[src/rtl/sample_fifo_if.sv]
// Valid/ready handshake bundle for sample_fifo.
// slave = FIFO side, master = producer/consumer side.
interface sample_fifo_if #(
  parameter int DW = 8
);
  logic          in_valid;
  logic [DW-1:0] in_data;
  logic          in_ready;
  logic          out_valid;
  logic [DW-1:0] out_data;
  logic          out_ready;

  modport slave (
    input  in_valid,
    input  in_data,
    output in_ready,
    output out_valid,
    output out_data,
    input  out_ready
  );

  modport master (
    output in_valid,
    output in_data,
    input  in_ready,
    input  out_valid,
    input  out_data,
    output out_ready
  );
endinterface

[src/rtl/sample_fifo.sv]
// Show-ahead synchronous sample FIFO with sticky overflow flag.
// Define SAMPLE_FIFO_PEAK_EN to add the running-maximum peak output.
module sample_fifo #(
  parameter int DW    = 8,
  parameter int DEPTH = 8
) (
  input  logic                       clk,
  input  logic                       rst,
  sample_fifo_if.slave               bus,
  output logic [$clog2(DEPTH):0]     count,
  output logic                       full,
  output logic                       empty,
`ifdef SAMPLE_FIFO_PEAK_EN
  output logic [DW-1:0]              peak,
`endif
  output logic                       ovf
);

  localparam int AW = $clog2(DEPTH);
  localparam int CW = AW + 1;

  logic [DW-1:0] mem [DEPTH];
  logic [AW-1:0] wptr;
  logic [AW-1:0] rptr;
  logic [CW-1:0] cnt_nxt;
  logic          live;
  logic          wr;
  logic          rd;

  assign full  = count == CW'(DEPTH);
  assign empty = count == '0;

  // live holds in_ready low until the first edge after reset release
  assign bus.in_ready  = live && !full;
  assign bus.out_valid = !empty;
  assign bus.out_data  = empty ? '0 : mem[rptr];

  assign wr = bus.in_valid && bus.in_ready;
  assign rd = bus.out_valid && bus.out_ready;

  always_comb begin
    cnt_nxt = count;
    unique case ({wr, rd})
      2'b10:   cnt_nxt = count + CW'(1);
      2'b01:   cnt_nxt = count - CW'(1);
      default: cnt_nxt = count;
    endcase
  end

  always_ff @(posedge clk or negedge rst) begin
    if (!rst) begin
      live  <= 1'b0;
      wptr  <= '0;
      rptr  <= '0;
      count <= '0;
      ovf   <= 1'b0;
    end else begin
      live  <= 1'b1;
      count <= cnt_nxt;
      if (wr)
        wptr <= wptr + AW'(1);
      if (rd)
        rptr <= rptr + AW'(1);
      if (bus.in_valid && full)
        ovf <= 1'b1;
    end
  end

  // Storage is don't-care across reset, so it carries none
  always_ff @(posedge clk) begin
    if (wr)
      mem[wptr] <= bus.in_data;
  end

`ifdef SAMPLE_FIFO_PEAK_EN
  always_ff @(posedge clk or negedge rst) begin
    if (!rst)
      peak <= '0;
    else if (wr && bus.in_data > peak)
      peak <= bus.in_data;
  end
`endif

endmodule

[src/flat_wrapper.sv]
// flat-port wrapper written by rule: the top's interface ports become plain ports
module sample_fifo_flat 
#(
  parameter int DW    = 8,
  parameter int DEPTH = 8
)
  (clk, rst, count, full, empty, ovf, bus_in_valid, bus_in_data, bus_in_ready, bus_out_valid, bus_out_data, bus_out_ready);
  sample_fifo_if #(.DW(DW)) bus_i ();
  input  logic clk;
  input  logic rst;
  output logic [$clog2(DEPTH):0] count;
  output logic full;
  output logic empty;
  output logic ovf;
  input wire logic [$bits(bus_i.in_valid)-1:0] bus_in_valid;
  input wire logic [$bits(bus_i.in_data)-1:0] bus_in_data;
  output wire logic [$bits(bus_i.in_ready)-1:0] bus_in_ready;
  output wire logic [$bits(bus_i.out_valid)-1:0] bus_out_valid;
  output wire logic [$bits(bus_i.out_data)-1:0] bus_out_data;
  input wire logic [$bits(bus_i.out_ready)-1:0] bus_out_ready;
  assign bus_i.in_valid = bus_in_valid;
  assign bus_i.in_data = bus_in_data;
  assign bus_in_ready = bus_i.in_ready;
  assign bus_out_valid = bus_i.out_valid;
  assign bus_out_data = bus_i.out_data;
  assign bus_i.out_ready = bus_out_ready;
  sample_fifo #(.DW(DW), .DEPTH(DEPTH)) u_core (.clk(clk), .rst(rst), .bus(bus_i), .count(count), .full(full), .empty(empty), .ovf(ovf));
endmodule
[config.mk]
export PLATFORM = sky130hd
export DESIGN_NAME = sample_fifo_flat
export DESIGN_NICKNAME = d
export VERILOG_FILES = /design/src/rtl/sample_fifo_if.sv /design/src/rtl/sample_fifo.sv /design/src/flat_wrapper.sv
export SDC_FILE = /design/constraint.sdc
export NUM_CORES = 1
export LEC_CHECK = 0
export BUFFER_PORTS_ARGS = -buffer_cell sky130_fd_sc_hd__buf_2
export CAP_MARGIN = 40
export CORE_ASPECT_RATIO = 1.4
export CORE_UTILIZATION = 25
export CTS_BUF_LIST = sky130_fd_sc_hd__clkbuf_4
export CTS_CLUSTER_DIAMETER = 100
export DETAILED_ROUTE_END_ITERATION = 10
export HOLD_SLACK_MARGIN = 0.05
export PLACE_DENSITY_LB_ADDON = 0.05
export REMOVE_ABC_BUFFERS = 1
export SLEW_MARGIN = 10
export SYNTH_ARGS = -nofsm -noshare
export SYNTH_HDL_FRONTEND = slang
export SYNTH_SLANG_ARGS = --single-unit
[constraint.sdc]
create_clock -name clk -period 4.8 [get_ports clk]
set_input_delay 0.96 -clock clk [delete_from_list [all_inputs] [get_ports clk]]
set_output_delay 0.96 -clock clk [all_outputs]
set_load 0.05 [all_outputs]
==> results of run 1 <==
-- synth_stat cells --
library cell / n
and3_4: 1
inv_1: 2
o21ai_0: 1
conb_1: 1
a21oi_1: 2
ha_1: 5
mux2i_1: 9
a21o_1: 1
mux2_2: 1
clkinv_1: 1
nand2b_1: 2
or2b_1: 1
buf_2: 2
mux2_4: 2
or4b_4: 1
buf_1: 1
edfxtp_1: 64
nand2_1: 4
and2_4: 1
and4bb_2: 1
dfrtp_1: 12
xnor2_1: 3
nor4bb_1: 1
xor2_1: 6
and2_2: 1
clkbuf_1: 2
nand3b_1: 1
buf_6: 2
mux4_2: 16
nor2_1: 15
nor3_1: 2
or4_4: 1
-- cells by family after synthesis --
kind of cell               count (synthesis)  share of synthesized area (%)
xor gates and xnor gates                   9                          2.526
muxes                                     28                          15.76
adders and majority gates                  5                          2.005
buffers and inverters                     10                          1.764
AOI/OAI and AO/OA                          4                         0.7217
and+or+nand+nor                           32                          5.894
other                                      1                         0.1202
DFF                                       76                          71.21
-- power by group through the flow --
stage | registers [mW] | logic, mW | clock network, mW
after CTS | 0.957 | 0.913 | 0.411
after detailed placement | 0.971 | 0.912 | 0
after global routing | 0.973 | 0.962 | 0.429
final | 0.952 | 0.896 | 0.391
after floorplan | 1.01 | 0.623 | 0
after global placement | 0.965 | 0.895 | 0
-- sequential cells by signal, summed over array words and instances (netlist names) --
name          cells
u_core.count      4
u_core.live       1
u_core.mem       64
u_core.ovf        1
u_core.rptr       3
u_core.wptr       3
-- worst max-delay path, delay by kind of cell (launching register included) --
| kind | cells | cell delay, ns |
|---|---|---|
| DFF | 1 | 0.68 |
| muxes | 2 | 0.67 |
| buffers and inverters | 2 | 0.56 |
| and+or+nand+nor | 1 | 0.06 |
-- metal layers --
layer	track usage, %	up-vias	share of wire, %
met5	0	-	0
met4	5.147	0	1.8
met3	2.551	9	2.6
met2	18.24	31	53
met1	13.17	797	43
li1	-	723	-
-- stage by stage --
stage	power, mW	cells	setup WS (ns)
2_1_floorplan	1.633	158	1.474
3_3_place_gp	1.861	334	1.864
3_5_place_dp	1.883	342	1.856
4_1_cts	2.281	358	1.349
5_1_grt	2.363	358	1.234
6_report	2.239	358	1.443
-- area by class of cell --
class                           count  area, um2  share of cell area, %
Tap cell                          147      183.9                  5.052
Inverter                            3      11.26                 0.3093
Clock inverter                      7      76.32                  2.096
Timing Repair Buffer               37      226.5                  6.220
Clock buffer                        9      67.56                  1.856
Multi-Input combinational cell     79      853.3                  23.44
Sequential cell                    76       2222                  61.03
-- final timing paths --
check / slack [ns] / endpoint
worst max-delay path: 1.44 / bus_out_data[2]
worst min-delay path: 0.40 / u_core.rptr[2]
worst max register to register: 2.25 / u_core.count[2]
worst min register to register: 0.49 / u_core.ovf
max in group asynchronous: 4.16 / u_core.wptr[2]
min in group clk: 0.49 / u_core.ovf
==> flow_summary.toml, run 1 <==
[synth]
syn-cell-area_um2 = 3120
synth_seq_area_share_pct = 71.21
synth_cells = 165
yosysWarnings = 0
ys_types = 32
syn_area_per_cell_um2 = 18.91
netlist.area_leader.share_pct = 61.59
yosys.area.top_type = "edfxtp_1"
synth-seq-cells = 76
synth_area_leaders = "edfxtp_1 (62%), mux4_2 (12%), dfrtp_1 (9.6%)"

[outcome]
outcome = "finished clean"

[clock_tree]
post_cts.resized_instances = 0
cts_made_buffers = 9
cts_tree = "built"
ctsHtreeMaxLevel = 3
cts-root-buf = "clkbuf_4"
clock_sinks = 76
insertion_delay_ns = 0.44
postCtsSetupRepairBufs = 0
cts_buffer_depth = 2
cts.hold.buffers_added = 0
clk_pin_slew_ns = 0.12

[sta]
finalSetupTns_ns = 0
skew_ns = 0.01556
rsz0062_at_grt = "no"
timing.final.crit_share_pct = 69.94
slew_headroom_pct = 42.19
finalMaxSlewViolations = 0
setup_viol_count_final = 0
hold_slack_ns = 0.4009
fmaxAchievable_mhz = 297.9
hold_violations = 0
worst_slew_pin_slew_ns = 0.8671
period_needed_ns = 3.357

[finish]
final_area_um2 = 3641
layout_commonest_cell = "edfxtp_1"
drive_above_1_share_pct = 37.91
n_fill_cell = 1226
most-common-layout-cells = "edfxtp_1 (64), buf_2 (28), mux4_2 (16)"
area_growth_syn_to_layout_pct = 16.68
final_util_pct = 30.35
antenna_cells = 0
nNetsFinal = 223

[floorplan]
die_w_um = 96.42
row_count = 47
coreArea_um2 = 12000
die_area_um2 = 12940
io_pins = 29
start_util_pct = 26.01
die_y_um = 134.2

[drt]
first_iter_violations = 98
drc = 0
dr.pass1.iters = 4
vias_per_cell = 4.358
ant_nets = 0
wl_per_cell_um = 17.51
vias = 1560
wl_um = 6267

[critical_path]
worst_ep_required_time_ns = 3.84
cp-startpoint = "u_core.rptr[0]"
crit_path_start_kind = "flip-flop"
crit-reg2reg-launch = "u_core.count[1]"
path_class = "reg -> out"
critical_path.max_fanout = 10
crit_arrival_ns = 2.40
worstRegToRegCells = 10
slowest_delay_ns = 0.68
slowest_stage = "dfrtp_1"
cp-end-kind = "output port"
crit_chain = "buf_4, mux4_2, mux2i_1, nor2_1, buf_2"

[global_routing]
grt_pass1_wl_um = 9570
track_usage_pct = 10.95
antenna_found_initial = 0
grt_overflow = 0
grt_max_degree = 19
grt_pass1_vias = 1642

[placed_design]
globalplace.congestion = 0.6655
dp_hpwl_um = 4392
placed_cell_area_um2 = 3497
io_buffers = 28

[power]
peakVddDrop_uv = 202.6
p_leak_nw = 1.299
seqPwrFrac_pct = 42.5
sw_frac_of_total_pct = 41.28
p_int_mw = 1.315
p_per_area_nw_per_um2 = 615.0
net-switching-power_mw = 0.9244
combPwrFrac_pct = 40.0
p_clk_share_pct = 17.5

[worst_hold_path]
hp-class = "in -> async"

[flow_run]
maxCapViolations = 0
Note: power is estimated with default switching activity, not from simulation.
==> run 2: changes to the inputs <==
- clock period: 4.8 -> 2.7 ns (I/O delays scaled with it)
==> flow_summary.toml, run 2 (synthesized netlist as in run 1, its figures left out) <==
[clock_tree]
ctsHtreeMaxLevel = 3
cts_buffer_depth = 2
cts_made_buffers = 9
insertion_delay_ns = 0.41
cts_tree = "built"
cts-root-buf = "clkbuf_4"
clock_sinks = 76
postCtsSetupRepairBufs = 0
clk_pin_slew_ns = 0.12

[power]
peakVddDrop_uv = 518.0
seqPwrFrac_pct = 37.9
p_per_area_nw_per_um2 = 1141
p_int_mw = 2.581
sw_frac_of_total_pct = 38.91
net-switching-power_mw = 1.644
p_leak_nw = 1.339
p_clk_share_pct = 20.6
combPwrFrac_pct = 41.5
power_mw = 4.225

[drt]
drc = 0
wl_per_cell_um = 18.61
first_iter_violations = 36
dr.pass1.iters = 4
vias = 1581
vias_per_cell = 4.355
ant_nets = 0
wl_um = 6755

[sta]
period_needed_ns = 2.534
setup_viol_count_final = 0
skew_ns = 0.01865
fmaxAchievable_mhz = 394.6
hold_violations = 0
finalMaxSlewViolations = 0
rsz0062_at_grt = "no"
timing.final.crit_share_pct = 93.87

[global_routing]
track_usage_pct = 11.72
grt_pass1_wl_um = 10190
grt_overflow = 0
antenna_found_initial = 0
grt_pass1_vias = 1684
grt_max_degree = 14

[finish]
antenna_cells = 0
nNetsFinal = 228
most-common-layout-cells = "edfxtp_1 (64), buf_2 (28), mux4_2 (16)"
top_register = "u_core.mem"
layout_commonest_cell = "edfxtp_1"
final_util_pct = 30.87
drive_above_1_share_pct = 39.81
final_area_um2 = 3704
area_growth_syn_to_layout_pct = 18.68
largest_register_ffs = 64
top_regs = "u_core.mem (64), u_core.count (4)"

[outcome]
outcome = "finished clean"

[critical_path]
cp-end-kind = "flip-flop"
worstRegToRegCells = 10
path_class = "reg -> reg"
worst_ep_required_time_ns = 3.03
crit-reg2reg-launch = "u_core.count[1]"
rrSetupSlack_ns = 0.17
crit_path_start_kind = "flip-flop"
crit_arrival_ns = 2.87
critical_path.max_fanout = 9
r2r_end = "u_core.count[2]"

[worst_hold_path]
hp-class = "in -> reg"
hold_end = "u_core.ovf"
worstHoldStart = "bus_in_valid"
min_path_cells = 2

[floorplan]
coreArea_um2 = 12000
io_pins = 29
row_count = 47
start_util_pct = 26.01
die_area_um2 = 12940
die_w_um = 96.42
die_y_um = 134.2

[placed_design]
io_buffers = 28
globalplace.congestion = 0.6859
placed_cell_area_um2 = 3498
dp_hpwl_um = 4489

[flow_run]
maxCapViolations = 0
run 2: critical path: stages, from the launching register on:
cell,delay [ns]
dfrtp_2,0.48
or4b_4,0.55
and3_4,0.23
inv_1,0.08
ha_2,0.23
xor2_1,0.17
ha_1,0.17
a21oi_1,0.05
xor2_1,0.15
nor2_1,0.16
xor2_1,0.18
run 2: layer usage:
metal | vias up | GRT usage [%] | wire length [um]
met3 | 8 | 3.515 | 244
met1 | 810 | 14.21 | 2909
met2 | 34 | 19.39 | 3515
met4 | 0 | 4.412 | 85
met5 | - | 0 | 0
li1 | 729 | - | -
run 2: how the worst max path moves through the flow:
stage,from,end,slack (ns)
after floorplan,u_core.count[1],bus_out_data[0],-0.21
after global placement,u_core.count[1],u_core.count[2],0.24
after detailed placement,u_core.count[1],u_core.count[2],0.12
after CTS,u_core.rptr[1],bus_out_data[7],0.04
after global routing,u_core.count[0],u_core.count[2],0.008
final,u_core.count[1],u_core.count[2],0.17
run 2: metrics by stage:
step,worst slack (ns),TNS (ns),hold WS (ns),cells
floorplan,-0.2056,-1.735,0.2444,158
global placement,0.2425,0,0.4371,346
detailed placement,0.1187,0,0.4476,346
CTS,0.04485,0,0.3007,363
global route,0.008419,0,0.2882,363
finish,0.1655,0,0.3436,363
run 2: cell type report:
cell class	count	area (um2)
clock buffers	11	82.58
clock inverters	5	101.3
fillers	1227	8293
inverters	3	12.51
multi-input cells	79	845.8
flip-flops and latches	76	2226
well taps	147	183.9
repair buffers	42	251.5
run 2: power groups by stage:
stage / registers (mW) / clock network (mW) / logic, mW
2_1_floorplan: 1.80 / 0 / 1.11
3_3_place_gp: 1.61 / 0 / 1.76
3_5_place_dp: 1.62 / 0 / 1.78
4_1_cts: 1.60 / 0.906 / 1.79
5_1_grt: 1.62 / 0.955 / 1.87
6_report: 1.60 / 0.871 / 1.75
run 2: repair_timing:
item	CTS	global route
setup endpoints to repair	2	6
gates resized for setup	1	5
hold endpoints to repair	12	0
hold buffers	1	0
